$ cat config.mk
export PLATFORM = sky130hd
export DESIGN_NAME = leaf_packer_flat
export DESIGN_NICKNAME = d
export VERILOG_FILES = /design/src/rtl/leaf_packer_if.sv /design/src/rtl/leaf_packer.sv /design/src/flat_wrapper.sv
export SDC_FILE = /design/constraint.sdc
export NUM_CORES = 1
export LEC_CHECK = 0
export ABC_AREA = 1
export CAP_MARGIN = 20
export CORE_MARGIN = 2
export CORE_UTILIZATION = 40
export CTS_BUF_LIST = sky130_fd_sc_hd__clkbuf_2
export CTS_CLUSTER_SIZE = 20
export DETAILED_ROUTE_END_ITERATION = 8
export GPL_ROUTABILITY_DRIVEN = 0
export SLEW_MARGIN = 20
export SYNTH_ARGS = -nofsm -noshare
export SYNTH_HDL_FRONTEND = slang
export SYNTH_SLANG_ARGS = --single-unit
export TNS_END_PERCENT = 10
$ cat constraint.sdc
create_clock -name clk -period 2.4 [get_ports clk]
set_input_delay 0.6 -clock clk [delete_from_list [all_inputs] [get_ports clk]]
set_output_delay 0.6 -clock clk [all_outputs]
set_load 0.01 [all_outputs]
$ cat src/rtl/leaf_packer_if.sv
// Beat-in / word-out bus for leaf_packer.
// A beat transfers on a rising edge where in_valid && in_ready; the source holds
// in_data/in_last stable while in_valid is high and in_ready is low. On the output
// side, out_en permits one pop per cycle and packet_valid qualifies packet_out.
interface leaf_packer_if #(
  parameter int WIDTH    = 32,
  parameter int IN_WIDTH = 8
);
  logic [IN_WIDTH-1:0] in_data;
  logic                in_valid;
  logic                in_last;
  logic                in_ready;
  logic                out_en;
  logic [WIDTH-1:0]    packet_out;
  logic                packet_valid;

  modport master (
    output in_data, in_valid, in_last, out_en,
    input  in_ready, packet_out, packet_valid
  );

  modport slave (
    input  in_data, in_valid, in_last, out_en,
    output in_ready, packet_out, packet_valid
  );
endinterface

$ cat src/rtl/leaf_packer.sv
// Packs IN_WIDTH beats little-endian into WIDTH-bit words, buffers them in a DEPTH-entry
// FIFO and emits one word per cycle. Optional counters under LEAF_PACKER_STATS_EN.
module leaf_packer #(
  parameter int WIDTH    = 32,
  parameter int IN_WIDTH = 8,
  parameter int DEPTH    = 4
) (
  input  logic          clk,
  input  logic          rst_n,
  leaf_packer_if.slave  bus
`ifdef LEAF_PACKER_STATS_EN
  ,
  output logic [15:0]   words_out,
  output logic [15:0]   stall_cycles
`endif
);
  localparam int BEATS = WIDTH / IN_WIDTH;
  localparam int IDX_W = (BEATS > 1) ? $clog2(BEATS) : 1;
  localparam int PTR_W = $clog2(DEPTH);
  localparam int CNT_W = $clog2(DEPTH + 1);

  if (((WIDTH % IN_WIDTH) != 0) || (BEATS < 2)) begin : g_bad_width
    $error("leaf_packer: WIDTH must be a multiple (>= 2x) of IN_WIDTH");
  end
  if ((DEPTH < 2) || ((DEPTH & (DEPTH - 1)) != 0)) begin : g_bad_depth
    $error("leaf_packer: DEPTH must be a power of two >= 2");
  end

  logic [IDX_W-1:0] r_beat_idx;
  logic [WIDTH-1:0] r_asm;
  logic [WIDTH-1:0] r_mem [DEPTH];
  logic [PTR_W-1:0] r_wr_ptr;
  logic [PTR_W-1:0] r_rd_ptr;
  logic [CNT_W-1:0] r_count;
  logic [WIDTH-1:0] r_packet_out;
  logic             r_packet_valid;

  logic             w_in_ready;
  logic             w_accept;
  logic             w_complete;
  logic             w_pop;
  logic [WIDTH-1:0] w_word;

  // in_ready depends only on registered count, never on out_en.
  assign w_in_ready = (r_count != CNT_W'(DEPTH));
  assign w_accept   = bus.in_valid && w_in_ready;
  assign w_complete = w_accept && (bus.in_last || (r_beat_idx == IDX_W'(BEATS - 1)));
  assign w_pop      = bus.out_en && (r_count != '0);

  always_comb begin
    w_word = r_asm;
    w_word[r_beat_idx*IN_WIDTH +: IN_WIDTH] = bus.in_data;
  end

  // Clearing on completion keeps lanes above a short frame's last beat at zero.
  always_ff @(posedge clk or negedge rst_n) begin
    if (!rst_n) begin
      r_beat_idx <= '0;
      r_asm      <= '0;
    end else if (w_accept) begin
      if (w_complete) begin
        r_beat_idx <= '0;
        r_asm      <= '0;
      end else begin
        r_beat_idx <= r_beat_idx + 1'b1;
        r_asm      <= w_word;
      end
    end
  end

  always_ff @(posedge clk or negedge rst_n) begin
    if (!rst_n) begin
      for (int i = 0; i < DEPTH; i++) r_mem[i] <= '0;
      r_wr_ptr <= '0;
      r_rd_ptr <= '0;
      r_count  <= '0;
    end else begin
      if (w_complete) begin
        r_mem[r_wr_ptr] <= w_word;
        r_wr_ptr        <= r_wr_ptr + 1'b1;
      end
      if (w_pop) r_rd_ptr <= r_rd_ptr + 1'b1;
      case ({w_complete, w_pop})
        2'b10:   r_count <= r_count + 1'b1;
        2'b01:   r_count <= r_count - 1'b1;
        default: r_count <= r_count;
      endcase
    end
  end

  // Output is driven to zero whenever no word is popped.
  always_ff @(posedge clk or negedge rst_n) begin
    if (!rst_n) begin
      r_packet_out   <= '0;
      r_packet_valid <= 1'b0;
    end else if (w_pop) begin
      r_packet_out   <= r_mem[r_rd_ptr];
      r_packet_valid <= 1'b1;
    end else begin
      r_packet_out   <= '0;
      r_packet_valid <= 1'b0;
    end
  end

  assign bus.in_ready     = w_in_ready;
  assign bus.packet_out   = r_packet_out;
  assign bus.packet_valid = r_packet_valid;

`ifdef LEAF_PACKER_STATS_EN
  logic [15:0] r_words_out;
  logic [15:0] r_stall_cycles;

  always_ff @(posedge clk or negedge rst_n) begin
    if (!rst_n) begin
      r_words_out    <= '0;
      r_stall_cycles <= '0;
    end else begin
      if (r_packet_valid && (r_words_out != 16'hFFFF))
        r_words_out <= r_words_out + 16'd1;
      if (bus.in_valid && !w_in_ready && (r_stall_cycles != 16'hFFFF))
        r_stall_cycles <= r_stall_cycles + 16'd1;
    end
  end

  assign words_out    = r_words_out;
  assign stall_cycles = r_stall_cycles;
`endif
endmodule

$ cat src/flat_wrapper.sv
// flat-port wrapper written by rule: the top's interface ports become plain ports
module leaf_packer_flat 
#(
  parameter int WIDTH    = 32,
  parameter int IN_WIDTH = 8,
  parameter int DEPTH    = 4
)
  (clk, rst_n, bus_in_data, bus_in_valid, bus_in_last, bus_out_en, bus_in_ready, bus_packet_out, bus_packet_valid);
  leaf_packer_if #(.WIDTH(WIDTH), .IN_WIDTH(IN_WIDTH)) bus_i ();
  input  logic clk;
  input  logic rst_n;
  input wire logic [$bits(bus_i.in_data)-1:0] bus_in_data;
  input wire logic [$bits(bus_i.in_valid)-1:0] bus_in_valid;
  input wire logic [$bits(bus_i.in_last)-1:0] bus_in_last;
  input wire logic [$bits(bus_i.out_en)-1:0] bus_out_en;
  output wire logic [$bits(bus_i.in_ready)-1:0] bus_in_ready;
  output wire logic [$bits(bus_i.packet_out)-1:0] bus_packet_out;
  output wire logic [$bits(bus_i.packet_valid)-1:0] bus_packet_valid;
  assign bus_i.in_data = bus_in_data;
  assign bus_i.in_valid = bus_in_valid;
  assign bus_i.in_last = bus_in_last;
  assign bus_i.out_en = bus_out_en;
  assign bus_in_ready = bus_i.in_ready;
  assign bus_packet_out = bus_i.packet_out;
  assign bus_packet_valid = bus_i.packet_valid;
  leaf_packer #(.WIDTH(WIDTH), .IN_WIDTH(IN_WIDTH), .DEPTH(DEPTH)) u_core (.clk(clk), .rst_n(rst_n), .bus(bus_i));
endmodule
* Word level (Yosys, flattened, before mapping)
Index checks and enable logic that the tools add are counted.
** Storage, ports and cells
- Bits of input ports :: 13
- Memories :: 0
- Bits in registers :: 202
- Bits in latches :: 0
- ROM bits :: 0
- RAM bits :: 0
** Cells by class
- Equality and inequality tests :: 4
- Divide/modulo/power cells :: 0
- Multiply operators :: 0
- Add/sub/neg operators :: 6
- Reduce and logical (&&, ||, !) cells :: 7
- Mux-type cells :: 12
- Shift operators :: 2
- Bitwise operators :: 2
- Magnitude comparators :: 3
** Operators by type and width (number)
- 32-bit 2-to-1 mux :: 5
- 128-bit bitwise mux :: 1
- 32-bit binary-select mux with 2-bit select :: 1
- 32-bit demux with 2-bit select :: 1
- 5-bit negator with 34-bit output :: 1
- 8-bit by 34-bit variable shift with 32-bit output, first input constant :: 1
- 8-bit by 34-bit variable part select with 32-bit output :: 1
- 32-bit bitwise mux :: 1
- 2-bit by 1-bit adder with 2-bit output, second input constant :: 3
- 3-bit greater-or-equal comparator, second input constant :: 2
- 2-bit inverter with 3-bit output :: 2
- 3-bit one-hot mux with 2 select lines :: 1
- 2-bit == test, second input constant :: 2
- 1-bit logical AND :: 4
- 3-bit by 1-bit adder with 3-bit output, second input constant :: 1
- 3-bit by 1-bit less-than comparator with 1-bit output, second input constant :: 1
- 3-bit != test, second input constant :: 1
- 3-bit nonzero test :: 1
- 3-bit by 1-bit subtractor with 3-bit output, second input constant :: 1
- 2-bit by 1-bit == test with 1-bit output, second input constant :: 1
- 2-bit 2-to-1 mux :: 1
- 2-bit nonzero test :: 1
- 1-bit logical OR :: 1
- 1-bit 2-to-1 mux :: 1

* Longest topological paths before layout
Gate-level depths: netlist (run 1).
- Word-level depth :: 6
- Depth in mapped cells :: 10

* Worst setup path after synthesis (run 1)
No wires, ideal clock.
- Kind :: register to register
- From :: register u_core.r_beat_idx[0]
- To :: register u_core.r_count[2]
- Slack :: 0.245 ns
- Clock period less this slack :: 2.155 ns
- Stages on the path, launching flop included :: 11
- Required time :: 2.321 ns
- Data arrival time :: 2.075 ns
- Setup time :: 0.079 ns
- Cell sequence :: dfrtp_1 ha_1 inv_2 nand2_4 nand3_4 ha_1 inv_1 fa_1 or2_2 nand2_1 xor2_1
** On the way
- Cells in the longest elaborated chain, start to end :: 5
- Elaborated cells between the ends (all ways) :: 7
- Those cells by class :: eq/ne: 3; mux: 1; reduce/logical: 3
** Ends and longest elaborated chain
- start, declared :: RTL line leaf_packer.sv:29 : logic [IDX_W-1:0] r_beat_idx;
- start signal, assigned :: RTL line leaf_packer.sv:65 : r_beat_idx <= r_beat_idx + 1'b1;
- 2-bit == test * :: RTL line leaf_packer.sv:47 : assign w_complete = w_accept && (bus.in_last || (r_beat_idx == IDX_W'(BEATS - 1)));
- 1-bit logical OR * :: RTL line leaf_packer.sv:47
- 1-bit logical AND * :: RTL line leaf_packer.sv:47
- 2-bit by 1-bit == test with 1-bit output or 2-bit == test (tied branches) :: RTL line leaf_packer.sv:83 : case ({w_complete, w_pop})
- 3-bit one-hot mux with 2 select lines or 2-bit nonzero test (tied branches)
- end signal, assigned :: RTL line leaf_packer.sv:84 : 2'b10: r_count <= r_count + 1'b1;
- end signal, assigned :: RTL line leaf_packer.sv:85 : 2'b01: r_count <= r_count - 1'b1;
- end signal, assigned :: RTL line leaf_packer.sv:86 : default: r_count <= r_count;
- end, declared :: RTL line leaf_packer.sv:34 : logic [CNT_W-1:0] r_count;
Every way passes the cells marked *; elsewhere a longest branch is shown, timed or not.
A chain may end at the register's enable or synchronous reset.

* Worst setup path in the final report (run 1)
- From :: register u_core.r_count[0]
- To :: output bus_in_ready
** On the way
- Cells in the longest elaborated chain, start to end :: 1
** Ends and longest elaborated chain
- 3-bit != test :: RTL line leaf_packer.sv:45 : assign w_in_ready = (r_count != CNT_W'(DEPTH));
- end, declared :: RTL line flat_wrapper.sv:16 : output wire logic [$bits(bus_i.in_ready)-1:0] bus_in_ready;
Every way passes these cells.

==> run metrics, run 1 <==
Post-DP HPWL=13,800 um; number of remaining DRC errors=0; CTS Buffer Depth=3; main combinational cell family by area after synthesis=simple AND/OR/NAND/NOR gates; most common cell after layout, fill and taps aside=nand2_1; Worst Hold Class=in2async; Slew HR=57.5%; Crit. End Element=primary output; TritonRoute pass-1 iters=6; fin nets=1,242; post-synth cell types=24; Finish-stage setup viols=0; clock sink count=202; die area=23,900 sq um; I/O Buffers=46; Reg clk slew, reported paths=0.09 ns; die width=155 um; starting density of the core=40.5%; Crit Path Max Fanout=2; DRT Wirelength=23,000 um; post-synthesis mux area share=0%; Final Max Slew Viols=0; layout cells sized above 1=10.8%; Crit Path Class=reg2out; Worst-Margin Slew=0.637 ns; mapped cell area=9080 sq um; Synth Area in Adders=1.60%; sequential fraction of the synthesis area=55.6%; Post-Route Utilization=46.4%; DRT antenna net count=0; Mapped Cells=1,137; grt ovf=0; syn nets=1,161; CTS buffer count=52; antenna violations before repair=1; Power Density=1020 nW/um^2; Clock Latency Late Sink=0.80 ns; Max IR drop VDD=383 uV; Area growth, synth to finish=14.5%; skew final=0.0512 ns; Compound-Gate Fraction of Synth Area=6.72%; most frequent cells in the layout=nand2_1 (550), dfrtp_1 (201), nor2_1 (134), o21ai_0 (77), clkbuf_2 (76); CTS tree=yes; Worst setup SP type=register; Hold WS=0.253 ns; vias in the first global route=7,449; Final Hold Viols=0; drt wl/cell=15.0 um; Via density=4.94; largest net degree at the start of global routing=77; Overall Global Routing Usage=20.0%; LEAKAGE=5.56 nW; DP Cell Count=1,445; XOR/XNOR share of the synthesized area=0.386%; final cell count without fillers=1,533; RSZ-0062 raised after global routing=no; first-pass GRT wire length=38,500 um; worst path required time=1.80 ns; clk root buf=clkbuf_2; Die H=155 um; Final Cycle Share=95.1%; minimum clock period=2.28 ns; # rows=55; core area=22,400 sq um; Synth Area in Simple Gates=30.7%; average cell area after synthesis=7.99 sq um; Overall Power=0.0107 W; FILL cells=2,304; Max Fclk=438 MHz; via count=7,568; WP data arrival=1.68 ns; Starting DRT DRC Count=522; max-cap violation count=0; CTS H-tree depth=2; boundary pin count=47; status=finished, final reports clean; Yosys warning total=0; Synth Register Bits=202
-- metrics by stage --
stage                     cell area (sq um)  worst slack, ns  setup TNS (ns)
after detailed placement               9960          -0.0756         -0.0756
final                                 10400            0.117               0
after global routing                  10400          0.00342               0
after CTS                             10400           0.0173               0
after global placement                 9960          -0.0299         -0.0299
after floorplan                        9080            0.245               0
-- routing by layer --
metal  up-vias  share of wire [%]  routed length [um]  track usage, %
met2       215                 46               10500            31.1
li1       3710                  -                   -               -
met4         0                2.0                 456            6.61
met1      3598                 47               10900            28.2
met5         -                  0                   0               0
met3        45                4.9                1130            3.92
-- state kept, by name (all words and copies together) (netlist names) --
| name | count |
|---|---|
| u_core.bus.packet_out | 32 |
| u_core.bus.packet_valid | 1 |
| u_core.r_asm | 32 |
| u_core.r_beat_idx | 2 |
| u_core.r_count | 3 |
| u_core.r_mem | 128 |
| u_core.r_rd_ptr | 2 |
| u_core.r_wr_ptr | 2 |
-- cells by family (layout without fill, tap and decap cells) --
logic type	Yosys count	in the layout
other cells	0	1
xor+xnor	4	4
buf+inv	84	194
simple gates	714	714
compound gates	122	122
flops	202	202
fa+ha+maj	11	11
-- cell type report --
| type | count | area [sq um] | share of cell area [%] |
|---|---|---|---|
| clock inverter | 7 | 26.3 | 0.253 |
| clock buffer | 76 | 380 | 3.66 |
| timing repair buffer | 87 | 912 | 8.77 |
| antenna | 1 | 2.50 | 0.0241 |
| multi-input combinational | 851 | 3580 | 34.4 |
| sequential | 202 | 5060 | 48.6 |
| tap | 285 | 357 | 3.43 |
| inverter | 24 | 90.1 | 0.866 |
-- worst max-delay path, stage by stage, from the launching register on --
cell,delay [ns]
dfrtp_1,0.41
nor2_2,0.15
nand2_2,0.09
clkdlybuf4s15_1,0.24
-- report_power, final --
group,switching (W),internal [W],total [W]
registers,0.000339,0.00403,0.00437
clock network,0.00135,0.000824,0.00217
logic,0.00262,0.00149,0.00411
total,0.00431,0.00635,0.0107
-- worst paths after layout --
path	startpoint	slack, ns	end	cells past startpoint
max	u_core.r_count[0]	0.12	bus_in_ready	3
min	rst_n	0.25	u_core.r_count[0]	2
max reg2reg	u_core.r_beat_idx[1]	0.19	u_core.r_count[2]	10
min reg2reg	u_core.r_mem[75]	0.48	u_core.r_mem[75]	2
max in group asynchronous	rst_n	1.39	u_core.r_asm[1]	3
min in group clk	u_core.r_mem[75]	0.48	u_core.r_mem[75]	2
-- cells in the mapped netlist --
| master | n | area share [%] |
|---|---|---|
| o21ai_1 | 12 | 0.66 |
| buf_2 | 26 | 1.4 |
| inv_1 | 20 | 0.83 |
| nand2_4 | 1 | 0.12 |
| dfrtp_1 | 202 | 56 |
| nand3_1 | 7 | 0.39 |
| nand2_2 | 2 | 0.14 |
| or2_2 | 1 | 0.069 |
| nor2_1 | 135 | 5.6 |
| nand2_1 | 550 | 23 |
| buf_1 | 4 | 0.17 |
| xor2_1 | 3 | 0.29 |
| nand3_4 | 1 | 0.19 |
| buf_4 | 4 | 0.33 |
| fa_1 | 1 | 0.22 |
| ha_1 | 10 | 1.4 |
| clkbuf_1 | 14 | 0.58 |
| inv_2 | 4 | 0.17 |
| nand4_1 | 12 | 0.83 |
| a21oi_1 | 33 | 1.8 |
| buf_6 | 12 | 1.5 |
| o21ai_0 | 77 | 4.2 |
| xnor2_1 | 1 | 0.096 |
| nor2_4 | 5 | 0.62 |
-- timing repair --
item / 4_1_cts / 5_1_grt
buffers inserted: 3 / 0
gates resized for setup: 3 / 0
setup endpoints to repair: 1 / 0
hold endpoints to repair: 93 / 0
hold buffers: 1 / 0
Note: power is estimated with default switching activity, not from simulation.
==> inputs of run 2 (changes only) <==
Settings changed: CELL_PAD_IN_SITES_DETAIL_PLACEMENT from default to 0, CELL_PAD_IN_SITES_GLOBAL_PLACEMENT from default to 1, PLACE_DENSITY_LB_ADDON from default to 0.1.
==> run metrics, run 2 (synthesis results as in run 1) <==
status=finished, final reports clean; WL met1=12,100 um; max-cap violation count=0; # rows=55; CTS Buffer Depth=3; worst path required time=1.80 ns; Via density=4.85; Slew HR=65.8%; Crit. End Element=primary output; Final Cycle Share=96.0%; Power Density=1030 nW/um^2; Logic pwr share=39.0%; Worst-Margin Slew=0.512 ns; Clock Latency Late Sink=0.85 ns; Setup TNS=0 ns; Post-DP HPWL=14,500 um; wire length on met2=10,600 um; grt ovf=0; largest net degree at the start of global routing=66; Crit Path Max Fanout=3; Crit Path Class=reg2out; DRT antenna net count=0; Worst setup SP type=register; drt wl/cell=15.8 um; DR WL met3=1080 um; Sequential Power Share=39.8%; number of remaining DRC errors=0; Clk pwr share=21.2%; vias in the first global route=7,404; skew final=0.0676 ns; minimum clock period=2.30 ns; Die H=155 um; R2R setup slack=0.27 ns; fin area=10,500 sq um; I/O Buffers=46; layout cells sized above 1=11.0%; CTS tree=yes; boundary pin count=47; Area growth, synth to finish=15.6%; clk root buf=clkbuf_2; P_int=0.00638 W; Overall Global Routing Usage=21.2%; CTS H-tree depth=2; clock sink count=202; antenna violations before repair=1; Final Max Slew Viols=0; LEAKAGE=5.71 nW; final cell count without fillers=1,547; dpl cell area=10,000 sq um; top routing layer used=met4; die width=155 um; switching pwr=0.00447 W; max reg flops=128; DP Cell Count=1,449; Hold WS=0.276 ns; Sw Share=41.2%; Reg clk slew, reported paths=0.10 ns; TritonRoute pass-1 iters=6; starting density of the core=40.5%; Final Hold Viols=0; FILL cells=2,292; core area=22,400 sq um; Max IR drop VDD=481 uV; Starting DRT DRC Count=470; Biggest register=u_core.r_mem; WP data arrival=1.70 ns; first-pass GRT wire length=40,200 um; Max Fclk=434 MHz; CTS buffer count=54; Worst Hold Class=in2async; via count=7,509; die area=23,900 sq um; DRT Wirelength=24,400 um; fin nets=1,248; most common cell after layout, fill and taps aside=nand2_1; most frequent cells in the layout=nand2_1 (550), dfrtp_1 (201), nor2_1 (134), o21ai_0 (77), clkbuf_2 (74); Finish-stage setup viols=0
[run 2: cell types whose count changed in the layout (fill, tap and decap cells not counted), sizes merged, moves of 2 or more]
cell	before	now
dlygate4sd2	0	7
clkinv	5	17
buf	40	44
clkbuf	77	75
dlymetal6s2s	0	5
clkdlybuf4s50	44	33
[run 2: worst max-delay path, stage by stage (launching register included)]
cell and delay [ns]:
dfrtp_1 0.42, nor2_2 0.15, nand2_2 0.07, dlygate4sd2_1 0.28
[run 2: final timing paths]
kind,from,to,cells after the start
setup reg to reg,u_core.r_beat_idx[1],u_core.r_count[2],10
setup / recovery,u_core.r_count[0],bus_in_ready,3
min in group clk,u_core.r_mem[13],u_core.r_mem[13],2
hold reg to reg,u_core.r_mem[13],u_core.r_mem[13],2
hold / removal,rst_n,u_core.r_mem[49],2
max in group asynchronous,rst_n,u_core.r_mem[28],3
[run 2: per-stage QoR]
stage	total power [W]	utilization [%]	worst slack (ns)
final	0.0109	46.8	0.0957
after CTS	0.0110	46.7	0.00168
after global routing	0.0118	46.8	-0.00757
after global placement	0.00864	44.6	0.00430
after detailed placement	0.00867	44.6	-0.0106
after floorplan	0.00704	-	0.245
[run 2: routing by layer]
layer  up-vias  track usage, %
li1       3731               -
met1      3560            30.8
met2       168            32.3
met3        50            3.50
met4         0            6.83
met5         -               0
[run 2: power groups by stage]
stage	clock [W]	sequential, W	combinational (W)
6_report	0.00230	0.00432	0.00424
5_1_grt	0.00257	0.00439	0.00480
4_1_cts	0.00241	0.00432	0.00429
3_5_place_dp	0	0.00438	0.00429
3_3_place_gp	0	0.00437	0.00427
2_1_floorplan	0	0.00444	0.00260
[run 2: cell type report]
type / count / area [sq um] / area share (%)
antenna: 1 / 2.50 / 0.0238
clock buffer: 74 / 370 / 3.53
clock inverter: 19 / 77.6 / 0.739
inverter: 24 / 90.1 / 0.858
multi-input combinational: 851 / 3580 / 34.1
sequential: 202 / 5060 / 48.1
tap: 285 / 357 / 3.40
timing repair buffer: 91 / 971 / 9.24
[run 2: timing repair]
action	in CTS	in global routing
setup buffers	1	2
setup endpoints to repair	7	6
pin swaps	1	1
resized for setup	8	5
hold buffers	1	0
hold endpoints to repair	45	0
